## src/rtl/regfile_bypass_param.sv

```systemverilog
// regfile_bypass_param
//   Parametrised 2-read/1-write register file. After reset it clears itself,
//   one entry per clock, and then raises ready.
//   Options:
//     ZERO_REG = 1 : entry 0 reads as zero and ignores writes.
//     BYPASS   = 1 : a same-cycle write is forwarded to a matching read port.
//   Build macro:
//     REGFILE_SCOREBOARD_EN adds a per-entry pending-write scoreboard.
//   Ports:
//     clk, reset           clock and synchronous active-high reset
//     RS, RT               read addresses
//     Data1, Data2         combinational read data
//     write_reg, WriteData write address and data
//     RegW                 write enable
//     ready                clear sweep finished
//     write_dropped        one-cycle pulse after a write rejected by the sweep
//     issue_valid/issue_reg, RS_pending/RT_pending  scoreboard only
//
//   state | meaning
//   CLEAR | sweeping zeros into the array; reads return 0, writes are dropped
//   READY | normal register file operation until the next reset
module regfile_bypass_param #(
  parameter int DATA_W   = 32,
  parameter int ADDR_W   = 5,
  parameter int ZERO_REG = 1,
  parameter int BYPASS   = 1
) (
  input  logic              clk,
  input  logic              reset,
  input  logic [ADDR_W-1:0] RS,
  input  logic [ADDR_W-1:0] RT,
  output logic [DATA_W-1:0] Data1,
  output logic [DATA_W-1:0] Data2,
  input  logic [ADDR_W-1:0] write_reg,
  input  logic [DATA_W-1:0] WriteData,
  input  logic              RegW,
  output logic              ready,
  output logic              write_dropped
`ifdef REGFILE_SCOREBOARD_EN
  ,
  input  logic              issue_valid,
  input  logic [ADDR_W-1:0] issue_reg,
  output logic              RS_pending,
  output logic              RT_pending
`endif
);

  localparam int DEPTH = 2 ** ADDR_W;
  // One extra bit so the terminal compare never aliases with a wrapped count.
  localparam logic [ADDR_W:0] LAST_IDX = (ADDR_W + 1)'(DEPTH - 1);
  localparam logic [ADDR_W:0] ONE_IDX  = (ADDR_W + 1)'(1);

  typedef enum logic {CLEAR, READY} stateT;

  stateT             state, stateNext;
  logic [ADDR_W:0]   clearIdx, clearIdxNext;
  logic [DATA_W-1:0] mem [DEPTH];
  logic              zeroWrite;
  logic              writeAccept;
  logic              dropNext;

  assign zeroWrite   = (ZERO_REG != 0) && (write_reg == '0);
  assign writeAccept = (state == READY) && RegW && !zeroWrite;
  assign dropNext    = (state == CLEAR) && RegW && !zeroWrite;
  assign ready       = (state == READY);

  always_ff @(posedge clk) begin
    if (reset) begin
      state         <= CLEAR;
      clearIdx      <= '0;
      write_dropped <= 1'b0;
    end else begin
      state         <= stateNext;
      clearIdx      <= clearIdxNext;
      write_dropped <= dropNext;
    end
  end

  always_comb begin
    stateNext    = state;
    clearIdxNext = clearIdx;
    case (state)
      CLEAR: begin
        clearIdxNext = clearIdx + ONE_IDX;
        if (clearIdx == LAST_IDX) stateNext = READY;
      end
      READY: begin
        stateNext = READY;
      end
      default: stateNext = CLEAR;
    endcase
  end

  // The array has no reset; the sweep is what initialises it.
  always_ff @(posedge clk) begin
    if (!reset) begin
      if (state == CLEAR) mem[clearIdx[ADDR_W-1:0]] <= '0;
      else if (writeAccept) mem[write_reg] <= WriteData;
    end
  end

  always_comb begin
    Data1 = '0;
    if (state == READY) begin
      if ((ZERO_REG != 0) && (RS == '0)) Data1 = '0;
      else if ((BYPASS != 0) && writeAccept && (write_reg == RS)) Data1 = WriteData;
      else Data1 = mem[RS];
    end
  end

  always_comb begin
    Data2 = '0;
    if (state == READY) begin
      if ((ZERO_REG != 0) && (RT == '0)) Data2 = '0;
      else if ((BYPASS != 0) && writeAccept && (write_reg == RT)) Data2 = WriteData;
      else Data2 = mem[RT];
    end
  end

`ifdef REGFILE_SCOREBOARD_EN
  logic [DEPTH-1:0] pending, pendingNext;

  // Clear first, then set, so an issue in the same cycle wins.
  always_comb begin
    pendingNext = pending;
    if (writeAccept) pendingNext[write_reg] = 1'b0;
    if (issue_valid) pendingNext[issue_reg] = 1'b1;
    if (ZERO_REG != 0) pendingNext[0] = 1'b0;
  end

  always_ff @(posedge clk) begin
    if (reset || (state == CLEAR)) pending <= '0;
    else pending <= pendingNext;
  end

  assign RS_pending = pending[RS] && !((BYPASS != 0) && writeAccept && (write_reg == RS));
  assign RT_pending = pending[RT] && !((BYPASS != 0) && writeAccept && (write_reg == RT));
`endif

endmodule

```

## config.mk

```make
export PLATFORM = sky130hd
export DESIGN_NAME = regfile_bypass_param
export DESIGN_NICKNAME = d
export VERILOG_FILES = /design/src/rtl/regfile_bypass_param.sv
export SDC_FILE = /design/constraint.sdc
export NUM_CORES = 1
export LEC_CHECK = 0
export CAP_MARGIN = 20
export CORE_MARGIN = 2
export CORE_UTILIZATION = 30
export DETAILED_ROUTE_END_ITERATION = 10
export DONT_BUFFER_PORTS = 1
export MAX_ROUTING_LAYER = met4
export PLACE_DENSITY = 0.53
export SKIP_LAST_GASP = 1
export SYNTH_ARGS = -nofsm -noshare
export SYNTH_HDL_FRONTEND = slang
export SYNTH_SLANG_ARGS = --single-unit
export TNS_END_PERCENT = 10
```

## constraint.sdc

```tcl
create_clock -name clk -period 5.5 [get_ports clk]
set_input_delay 1.1 -clock clk [delete_from_list [all_inputs] [get_ports clk]]
set_output_delay 1.1 -clock clk [all_outputs]
set_load 0.005 [all_outputs]
```

## Word-level counts from Yosys, hierarchy flattened

Memory sizes are Yosys's and may differ from the RTL's.
Index checks and enable logic that the tools add are counted.
Widths: inputs -> output; s select.

- Input bits: 50
- Flip-flop bits (word level): 8
- RAM bits: 1024
- Memories: 1
- Output and inout port bits: 66
- Word-level logic and storage cells: 38

Memory list:

| name | depth | width | read ports | clocked after memory_dff | write ports | RTL line | RTL |
|---|---|---|---|---|---|---|---|
| mem | 32 | 32 | 2 | 0 | 1 | 57 | `logic [DATA_W-1:0] mem [DEPTH];` |

- Add/sub/neg operators: 1
- Reduce and logical (&&, ||, !) cells: 11
- Equal/unequal tests: 3
- Muxes and demuxes: 18
- Bitwise operators: 1

Operators with widths:

| operator | count |
|---|---|
| $mux 32 | 7 |
| $reduce_or 32->1 | 1 |
| $logic_not 5->1 | 3 |
| $eq 5x5->1 | 2 |
| $mux 1 | 9 |
| $add 6x1->6 const B | 1 |
| $eq 6x5->1 const B | 1 |
| $logic_and 1x1->1 | 6 |
| $mux 5 | 1 |
| $pmux 1 s2 | 1 |
| $logic_not 1->1 | 1 |
| $not 1->1 | 1 |

## Longest topological paths before layout

Gate-level depths: netlist of run 1.

- Word-level depth: 9
- Depth in mapped cells: 9
- Depth with buffers taken out: 5

## Worst setup path before layout of run 1

Ideal clock, no wire load.

- Path type: input -> register
- Start: input port write_reg[4]
- End: memory mem[22][0], enable pin
- Stages on the path: 8
- Setup time: 0.421 ns
- Data arrival time: 4.040 ns
- Buffers on the path: 3
- Setup slack: 1.039 ns
- Data required time: 5.079 ns
- Cell sequence: buf_4 -> or4_4 -> o2111a_1 -> buf_2 -> buf_2 -> mux2i_1 -> nand2_1 -> nor2_1

- Longest elaborated chain between the ends: 9
- Elaborated cells on any way between the ends: 10
- Classes of those cells: 6 x mux; 4 x reduce/logical

Ends and longest elaborated chain:

| element | RTL line | RTL |
|---|---|---|
| from (decl) | 34 | `input logic [ADDR_W-1:0] write_reg,` |
| $logic_not 5->1 | 62 | `assign zeroWrite = (ZERO_REG != 0) && (write_reg == '0);` |
| $logic_not 1->1 | 63 | `assign writeAccept = (state == READY) && RegW && !zeroWrite;` |
| $logic_and 1x1->1 | 63 |  |
| $mux 1 | 98 | `else if (writeAccept) mem[write_reg] <= WriteData;` |
| $mux 1 | 97 | `if (state == CLEAR) mem[clearIdx[ADDR_W-1:0]] <= '0;` |
| $mux 1 | 96 | `if (!reset) begin` |
| $mux 1 (implied by the code) | 98 |  |
| $reduce_or 32->1 (no line) | - |  |
| $mux 5 (no line) / $mux 1 (equally long branches) | - |  |
| to (decl) | 57 |  |

Parallel ways exist; a longest one is shown, timed or not.

## Final worst setup path of run 1

- Start: input port RS[0]
- End: output port Data1[22]

- Longest elaborated chain between the ends: 5
- Elaborated cells on any way between the ends: 7
- Classes of those cells: 1 x eq/ne; 3 x mux; 2 x reduce/logical; 1 x memory

Ends and longest elaborated chain:

| element | RTL line | RTL |
|---|---|---|
| from (decl) | 30 | `input logic [ADDR_W-1:0] RS,` |
| branches (longest 3 deep; another with $mem_v2 32x32) | - |  |
| $mux 32 * | 105 | `if ((ZERO_REG != 0) && (RS == '0)) Data1 = '0;` |
| $mux 32 * | 104 | `if (state == READY) begin` |
| to (decl) | 32 | `output logic [DATA_W-1:0] Data1,` |

Mark *: on every way between the ends.

==> PnR_summary.wiki, run 1 <==
{| class="wikitable"
! Metric !! Value
|-
| Status || finished, violations left
|-
| Violated checks || max-slew violations
|-
| Number of antenna violations at the first check in global routing || 4
|-
| Number of fillers in the final layout || 15.48k
|-
| Setup tns final || 0 ns
|-
| Routed length per instance || 33.55 um
|-
| Number of buffers inserted to repair setup after CTS || 0
|-
| Post-DR vias/cell || 5.946
|-
| Wire length the detailed router placed on met1 || 75860 um
|-
| Leading cell types by total area after synthesis || edfxtp_1, mux4_2, mux2i_1
|-
| Class of the most critical setup path || primary input to output pin
|-
| Number of vias after detailed routing || 30.26k
|-
| WHS || between 0.4 and 0.5 ns
|-
| Detailed router's first-iteration violation count || roughly 3.9k
|-
| PwrDens || between 200 and 300 nW/um^2
|-
| WP data arrival || ~4.2 ns
|-
| Starting density of the core || 0.3013
|-
| Non-filler instance count after layout || 5090
|-
| Met3 wire length || ~18000 um
|-
| CTS sink cnt || 1032
|-
| Hold buffer count at CTS || 0
|-
| Transition time at the pin with the least slew margin || between 1.5 and 2 ns
|-
| Weighted congestion reported at the end of routability-driven placement || approximately 0.86
|-
| Kind of launch point of the worst setup path || primary input
|-
| Number of distinct library cells after synthesis || 49
|-
| Final setup skew || between 0.015 and 0.02 ns
|-
| Critical path fanouts, max || about 300
|-
| I/O Pins || 116
|-
| Dominant cell type by area after synthesis || edfxtp_1
|-
| Antenna Nets Post-Route || 0
|-
| Area Growth Syn to Fin || 13.59%
|-
| Number of clock buffers inserted by TritonCTS || between 100 and 150
|-
| Clock network latency to the later pin of the worst-skew pair || 0.71 ns
|-
| Max Clk Rate || ~190 MHz
|-
| Chain of cells forming the critical path || xnor2_1 > nand3_1 > o311ai_4 > buf_4 > nor3_1 > a221o_1
|-
| Register area share after synthesis || 0.6324
|-
| Post-route total power || 16.38 mW
|-
| Highest signal layer in the routed design || met4
|-
| Cell types with the highest counts after synthesis || edfxtp_1, mux2i_1, mux4_2
|-
| Top flip-flop cell by instance count after synthesis || edfxtp_1
|-
| Area of the die || between 150000 and 200000 sq um
|-
| Proportion of netlist area held by the largest area contributor || 0.6291
|-
| Total global routing track utilization || 0.2046
|-
| Maximum number of pins on one net before global-route repair || 294
|-
| Core Util, Final || 0.3423
|-
| Post-synthesis average cell area || 17.23 sq um
|-
| DP Cell Count || 4872
|-
| Number of H-tree levels || 3
|-
| Die Y || 407.6 um
|-
| Maximum vdd ir drop || 0.2325 mV
|-
| Kind of end point of the critical path || output pin
|-
| Multi-input gate area || 17290 sq um
|-
| Class of the worst hold path || primary input to flip-flop
|-
| Number of buffer and inverter instances along the worst setup path || 1
|-
| Detailed-placement wirelength estimate || 95430 um
|-
| Core Rows || 148
|-
| Total Wirelength || between 150000 and 200000 um
|-
| TritonCTS clock tree || yes
|-
| Final Hold Violating Endpoints || 0
|-
| Clock-pin slew reported for the worst setup and hold paths after clock tree synthesis || 0.07 ns
|-
| Min Tclk post-route || 5.279 ns
|-
| Reported max-cap violation count || 0
|-
| NumNets Final || 2874
|-
| Cell with the most instances after synthesis || edfxtp_1
|-
| Pre-Repair DR Iteration Count || 5
|-
| Family with the most delay on the worst path || simple AND/OR/NAND/NOR gates
|-
| Post_cts resized || 0
|-
| Total area of sequential cells || 30910 sq um
|-
| Crit share post-route || 0.9599
|-
| Total global routing overflow || 0
|-
| Yosys reg bits || 1032
|-
| RSZ-0062 raised after global routing || no
|-
| Cell area after synthesis || 48880 sq um
|-
| Standby leakage power || 16.60 nW
|-
| Slowest cell on crit path || nor3_1
|-
| Final Slew Violations || 60
|-
| Horiz. Die Dim || around 410 um
|-
| Data required time at the worst endpoint || 4.40 ns
|-
| Relative slew slack || -0.05613
|-
| Proportion of layout cells with a drive suffix above 1 || 0.2184
|-
| Amount of wire on met2 after detailed routing || 72380 um
|-
| Post-synth ARST share || 0
|-
| Synth Warn # || 0
|-
| Wire length of the first global-routing pass || 234200 um
|-
| Setup violations, final || 0
|-
| Maximum clock insertion buffer count || 3
|-
| Final routed DRC violation total || 0
|-
| Number of flops mapped to enable cells by yosys || around 1.0k
|-
| Post-synthesis cell count || 2836
|-
| Syn nets || slightly below 3k
|-
| Vias in the first global route || a little under 30k
|-
| Delay contributed by the slowest stage of the critical path || roughly 0.79 ns
|-
| Clock tree root driver cell || clkbuf_16
|-
| # port buffers || 0
|-
| Placeable core region || 162200 sq um
|}
## flip-flops by register name (all words and copies together), names as in the netlist
register,cells
mem,1024
clearIdx,6
ready,1
write_dropped,1
## report_power, final
group | total [mW] | internal (mW) | leakage [nW] | switching (mW)
logic | 0.929 | 0.436 | 6.77 | 0.494
clock network | 6.85 | 3.72 | 1.53 | 3.14
registers | 8.60 | 8.58 | 8.30 | 0.0271
## cells by family after synthesis
group	after synthesis	share of synthesized area
flip-flops	1032	0.6324
multiplexers	765	0.2386
AO/OA/AOI/OAI	502	0.07723
AND/OR/NAND/NOR	272	0.02737
buffers and inverters	249	0.02145
XOR/XNOR	15	0.002688
adder cells (fa/ha/maj)	1	0.0002559
## per-layer routing
| layer | up-vias | global-route usage |
|---|---|---|
| met5 | - | - |
| met4 | 0 | 0.04866 |
| li1 | 12030 | - |
| met2 | 1659 | 0.2844 |
| met1 | 16330 | 0.2971 |
| met3 | 246 | 0.05261 |
## metrics by stage
step / setup slack [ns] / area [sq um]
final: 0.2207 / 55520
after global routing: 0.3256 / 55520
after global placement: 0.4782 / 51870
after CTS: 0.4890 / 55030
after floorplan: 1.039 / 48880
after detailed placement: 0.4936 / 51900
## layout make-up
cell class / instances / share of cell area
flip-flops and latches: 1032 / 0.5567
multi-input cells: 1555 / 0.3114
inverters: 11 / 0.0008113
clock buffers: 138 / 0.04994
clock inverters: 53 / 0.006490
well taps: 2175 / 0.04902
repair buffers: 118 / 0.02524
diodes: 8 / 0.0003606
## worst paths after layout
kind	cells past startpoint	slack, ns	from	end
max	6	0.22	RS[0]	Data1[22]
min	1	0.46	reset	ready
max reg2reg	5	1.76	ready	mem[18][28]
min reg2reg	2	0.53	clearIdx[5]	clearIdx[5]
## placed cells by master (no fill, tap or decap), drive strengths merged, types with 8 or more instances in the layout
| cell type | count |
|---|---|
| nand3 | 20 |
| nor3 | 41 |
| clkinv | 47 |
| inv | 11 |
| mux2i | 444 |
| nor2 | 62 |
| mux4 | 320 |
| xnor2 | 11 |
| clkbuf | 140 |
| o22ai | 80 |
| edfxtp | 1024 |
| diode | 8 |
| nand2 | 60 |
| o21ai | 52 |
| a221o | 64 |
| a21oi | 71 |
| nor2b | 27 |
| a221oi | 41 |
| o221ai | 135 |
| and2 | 32 |
| o21a | 31 |
| dfxtp | 8 |
| nand2b | 16 |
| buf | 116 |
No activity file was read; power rests on OpenSTA's default activity.
==> inputs of run 2 (changes only) <==
--- a/config.mk
+++ b/config.mk
@@ -8,3 +8,2 @@
 export CAP_MARGIN = 20
-export CORE_MARGIN = 2
 export CORE_UTILIZATION = 30
==> constraint.sdc (replaced) <==
create_clock -name clk -period 6.7 [get_ports clk]
set_input_delay 1.005 -clock clk [delete_from_list [all_inputs] [get_ports clk]]
set_output_delay 1.005 -clock clk [all_outputs]
set_load 0.005 [all_outputs]
==> PnR_summary.wiki, run 2 (synthesis results as in run 1) <==
{| class="wikitable"
! Metric !! Value
|-
| Crit share post-route || 0.8379
|-
| Routed length per instance || 33.17 um (-1.1%)
|-
| Core Rows || 147 (-0.68%)
|-
| Standby leakage power || 16.55 nW (-0.28%)
|-
| Core Util, Final || 0.3434 (+0.001164)
|-
| Largest register FFs || 1024 (unchanged)
|-
| Number of buffers inserted to repair setup after CTS || 0 (unchanged)
|-
| Detailed-placement wirelength estimate || 99030 um (+3.8%)
|-
| Critical path fanouts, max || 192 (-34%)
|-
| Placement Cell Area || 51770 sq um (-0.25%)
|-
| Most common cell after layout, fill and taps aside || edfxtp_1
|-
| Vias in the first global route || 29.23k (-0.26%)
|-
| Switching Fraction || 0.2237 (+0.0005835)
|-
| Reported max-cap violation count || 0 (unchanged)
|-
| RSZ-0062 raised after global routing || no
|-
| Maximum number of pins on one net before global-route repair || 294 (unchanged)
|-
| Hold buffer count at CTS || 0 (unchanged)
|-
| Wire length of the first global-routing pass || 233000 um (-0.49%)
|-
| Non-filler instance count after layout || 5059 (-0.61%)
|-
| Weighted congestion reported at the end of routability-driven placement || 0.8516 (-1.4%)
|-
| Max Clk Rate || 178.1 MHz
|-
| Setup violations, final || 0 (unchanged)
|-
| Horiz. Die Dim || 405.6 um (-0.49%)
|-
| Post_cts resized || 0 (unchanged)
|-
| Kind of launch point of the worst setup path || primary input
|-
| TritonCTS clock tree || yes
|-
| Total global routing track utilization || 0.2062 (+0.001651)
|-
| # port buffers || 0 (unchanged)
|-
| Number of vias after detailed routing || 29.85k (-1.4%)
|-
| Slowest cell on crit path || nand2b_2
|-
| Final setup skew || 0.05769 ns (+0.03826 ns)
|-
| Transition time at the pin with the least slew margin || 1.724 ns (+0.1395 ns)
|-
| Final Slew Violations || 172 (+190%)
|-
| Post-route total power || 13.75 mW (-16%)
|-
| Detailed router's first-iteration violation count || 4160 (+6.8%)
|-
| Antenna Nets Post-Route || 0 (unchanged)
|-
| Post-DR vias/cell || 5.900 (-0.76%)
|-
| Final routed DRC violation total || 0 (unchanged)
|-
| Clock tree root driver cell || clkbuf_16
|-
| Final Hold Violating Endpoints || 0 (unchanged)
|-
| Pre-Repair DR Iteration Count || 5 (unchanged)
|-
| Die Y || 405.6 um (-0.49%)
|-
| WP data arrival || 4.61 ns (+0.43 ns)
|-
| PwrDens || 248.5 nW/um^2 (-16%)
|-
| NumNets Final || 2857 (-0.59%)
|-
| Number of antenna violations at the first check in global routing || 11 (+7)
|-
| Violated checks || max-slew violations
|-
| Switching component of the power || 3.076 mW (-16%)
|-
| Maximum clock insertion buffer count || 3 (unchanged)
|-
| Min Tclk post-route || 5.614 ns
|-
| Chain of cells forming the critical path || nand2b_2 > buf_4 > o221ai_1 > a21oi_1 > nor3_1 > a221o_1
|-
| Kind of end point of the critical path || output pin
|-
| Area of the die || 164500 sq um (-0.98%)
|-
| Top library cells by usage in the layout, fill and taps aside || edfxtp_1, mux2i_1, mux4_2
|-
| Delay contributed by the slowest stage of the critical path || 0.99 ns (+0.20 ns)
|-
| Register with the most flip-flops || mem
|-
| Relative slew slack || -0.1492 (-0.09302)
|-
| Regs by FF count || mem (1024), clearIdx (6)
|-
| Number of clock buffers inserted by TritonCTS || 106 (+0.95%)
|-
| Starting density of the core || 0.3034 (+0.002050)
|-
| Data required time at the worst endpoint || 5.69 ns (+1.29 ns)
|-
| Sequential cell fraction of total power || 0.513 (-0.012)
|-
| Relative contribution of combinational cells to total power || 0.055 (-0.002)
|-
| Summed area of non-filler cells in the final layout || 55330 sq um (-0.34%)
|-
| Status || finished, violations left
|-
| Area Growth Syn to Fin || 13.21%
|-
| Placeable core region || 161100 sq um (-0.68%)
|-
| Cell-internal power || 10.67 mW (-16%)
|-
| Class of the worst hold path || primary input to flip-flop
|-
| Total global routing overflow || 0 (unchanged)
|-
| Proportion of layout cells with a drive suffix above 1 || 0.2215 (+0.003092)
|-
| Setup tns final || 0 ns (unchanged)
|-
| CTS sink cnt || 1032 (unchanged)
|-
| Total Wirelength || 167800 um (-1.7%)
|-
| DP Cell Count || 4853 (-0.39%)
|-
| Class of the most critical setup path || primary input to output pin
|-
| Maximum vdd ir drop || 0.2375 mV (+2.1%)
|-
| Clock network latency to the later pin of the worst-skew pair || 0.74 ns (+0.03 ns)
|-
| Clock-pin slew reported for the worst setup and hold paths after clock tree synthesis || 0.07 ns (about the same)
|-
| I/O Pins || 116 (unchanged)
|-
| Proportion of power drawn by the clock network || 0.431 (+0.013)
|-
| Number of H-tree levels || 3 (unchanged)
|}
==> run 2: cell types whose count changed in the layout (fill, tap and decap cells not counted), moves of 2 or more <==
cell,change
buf_16,-5
buf_8,-2
clkinv_4,+2
diode_2,+2
clkinvlp_4,+5
clkinv_16,+2
bufinv_16,+5
clkbuf_1,-19
inv_6,+2
buf_4,+4
clkinv_2,+6
buf_12,-13
clkinv_1,-5
==> run 2: critical path, delay by kind of cell <==
family | cells | cell delay, ns
AND/OR/NAND/NOR | 2 | 1.78
buffers and inverters | 1 | 0.43
AO/OA/AOI/OAI | 3 | 0.67
==> run 2: final cells by class <==
class | instances | area (sq um)
Clock inverter | 71 | 674.4
Inverter | 11 | 45.04
Timing Repair Buffer | 100 | 953.4
Antenna cell | 10 | 25.02
Clock buffer | 120 | 2726
Sequential cell | 1032 | 30910
Multi-Input combinational cell | 1555 | 17300
Tap cell | 2160 | 2703
Fill cell | 15310 | 105800
==> run 2: layer usage <==
layer  track usage  share of wire
met1        0.2865           0.43
met2        0.2925           0.43
met3       0.06361           0.11
met4       0.04952          0.023
met5             -              0
==> run 2: worst paths after layout <==
kind,start,endpoint,slack [ns],cells past startpoint
setup / recovery,RS[2],Data1[14],1.09,6
hold / removal,reset,write_dropped,0.35,1
setup reg to reg,ready,mem[14][8],2.27,4
hold reg to reg,clearIdx[5],clearIdx[5],0.53,2
==> run 2: power groups by stage <==
stage	Combinational, mW	Clock, mW	Sequential (mW)
global route	0.773	6.21	7.06
detailed placement	0.731	0	7.20
CTS	0.733	6.00	7.06
floorplan	0.637	0	7.19
global placement	0.734	0	7.20
finish	0.760	5.93	7.06
==> run 2: stage by stage <==
stage / setup slack, ns / hold WS, ns
2_1_floorplan: 2.334 / 0.4797
3_5_place_dp: 2.008 / 0.5085
4_1_cts: 2.065 / 0.2956
5_1_grt: 1.559 / 0.3014
6_report: 1.086 / 0.3479
3_3_place_gp: 1.711 / 0.5013
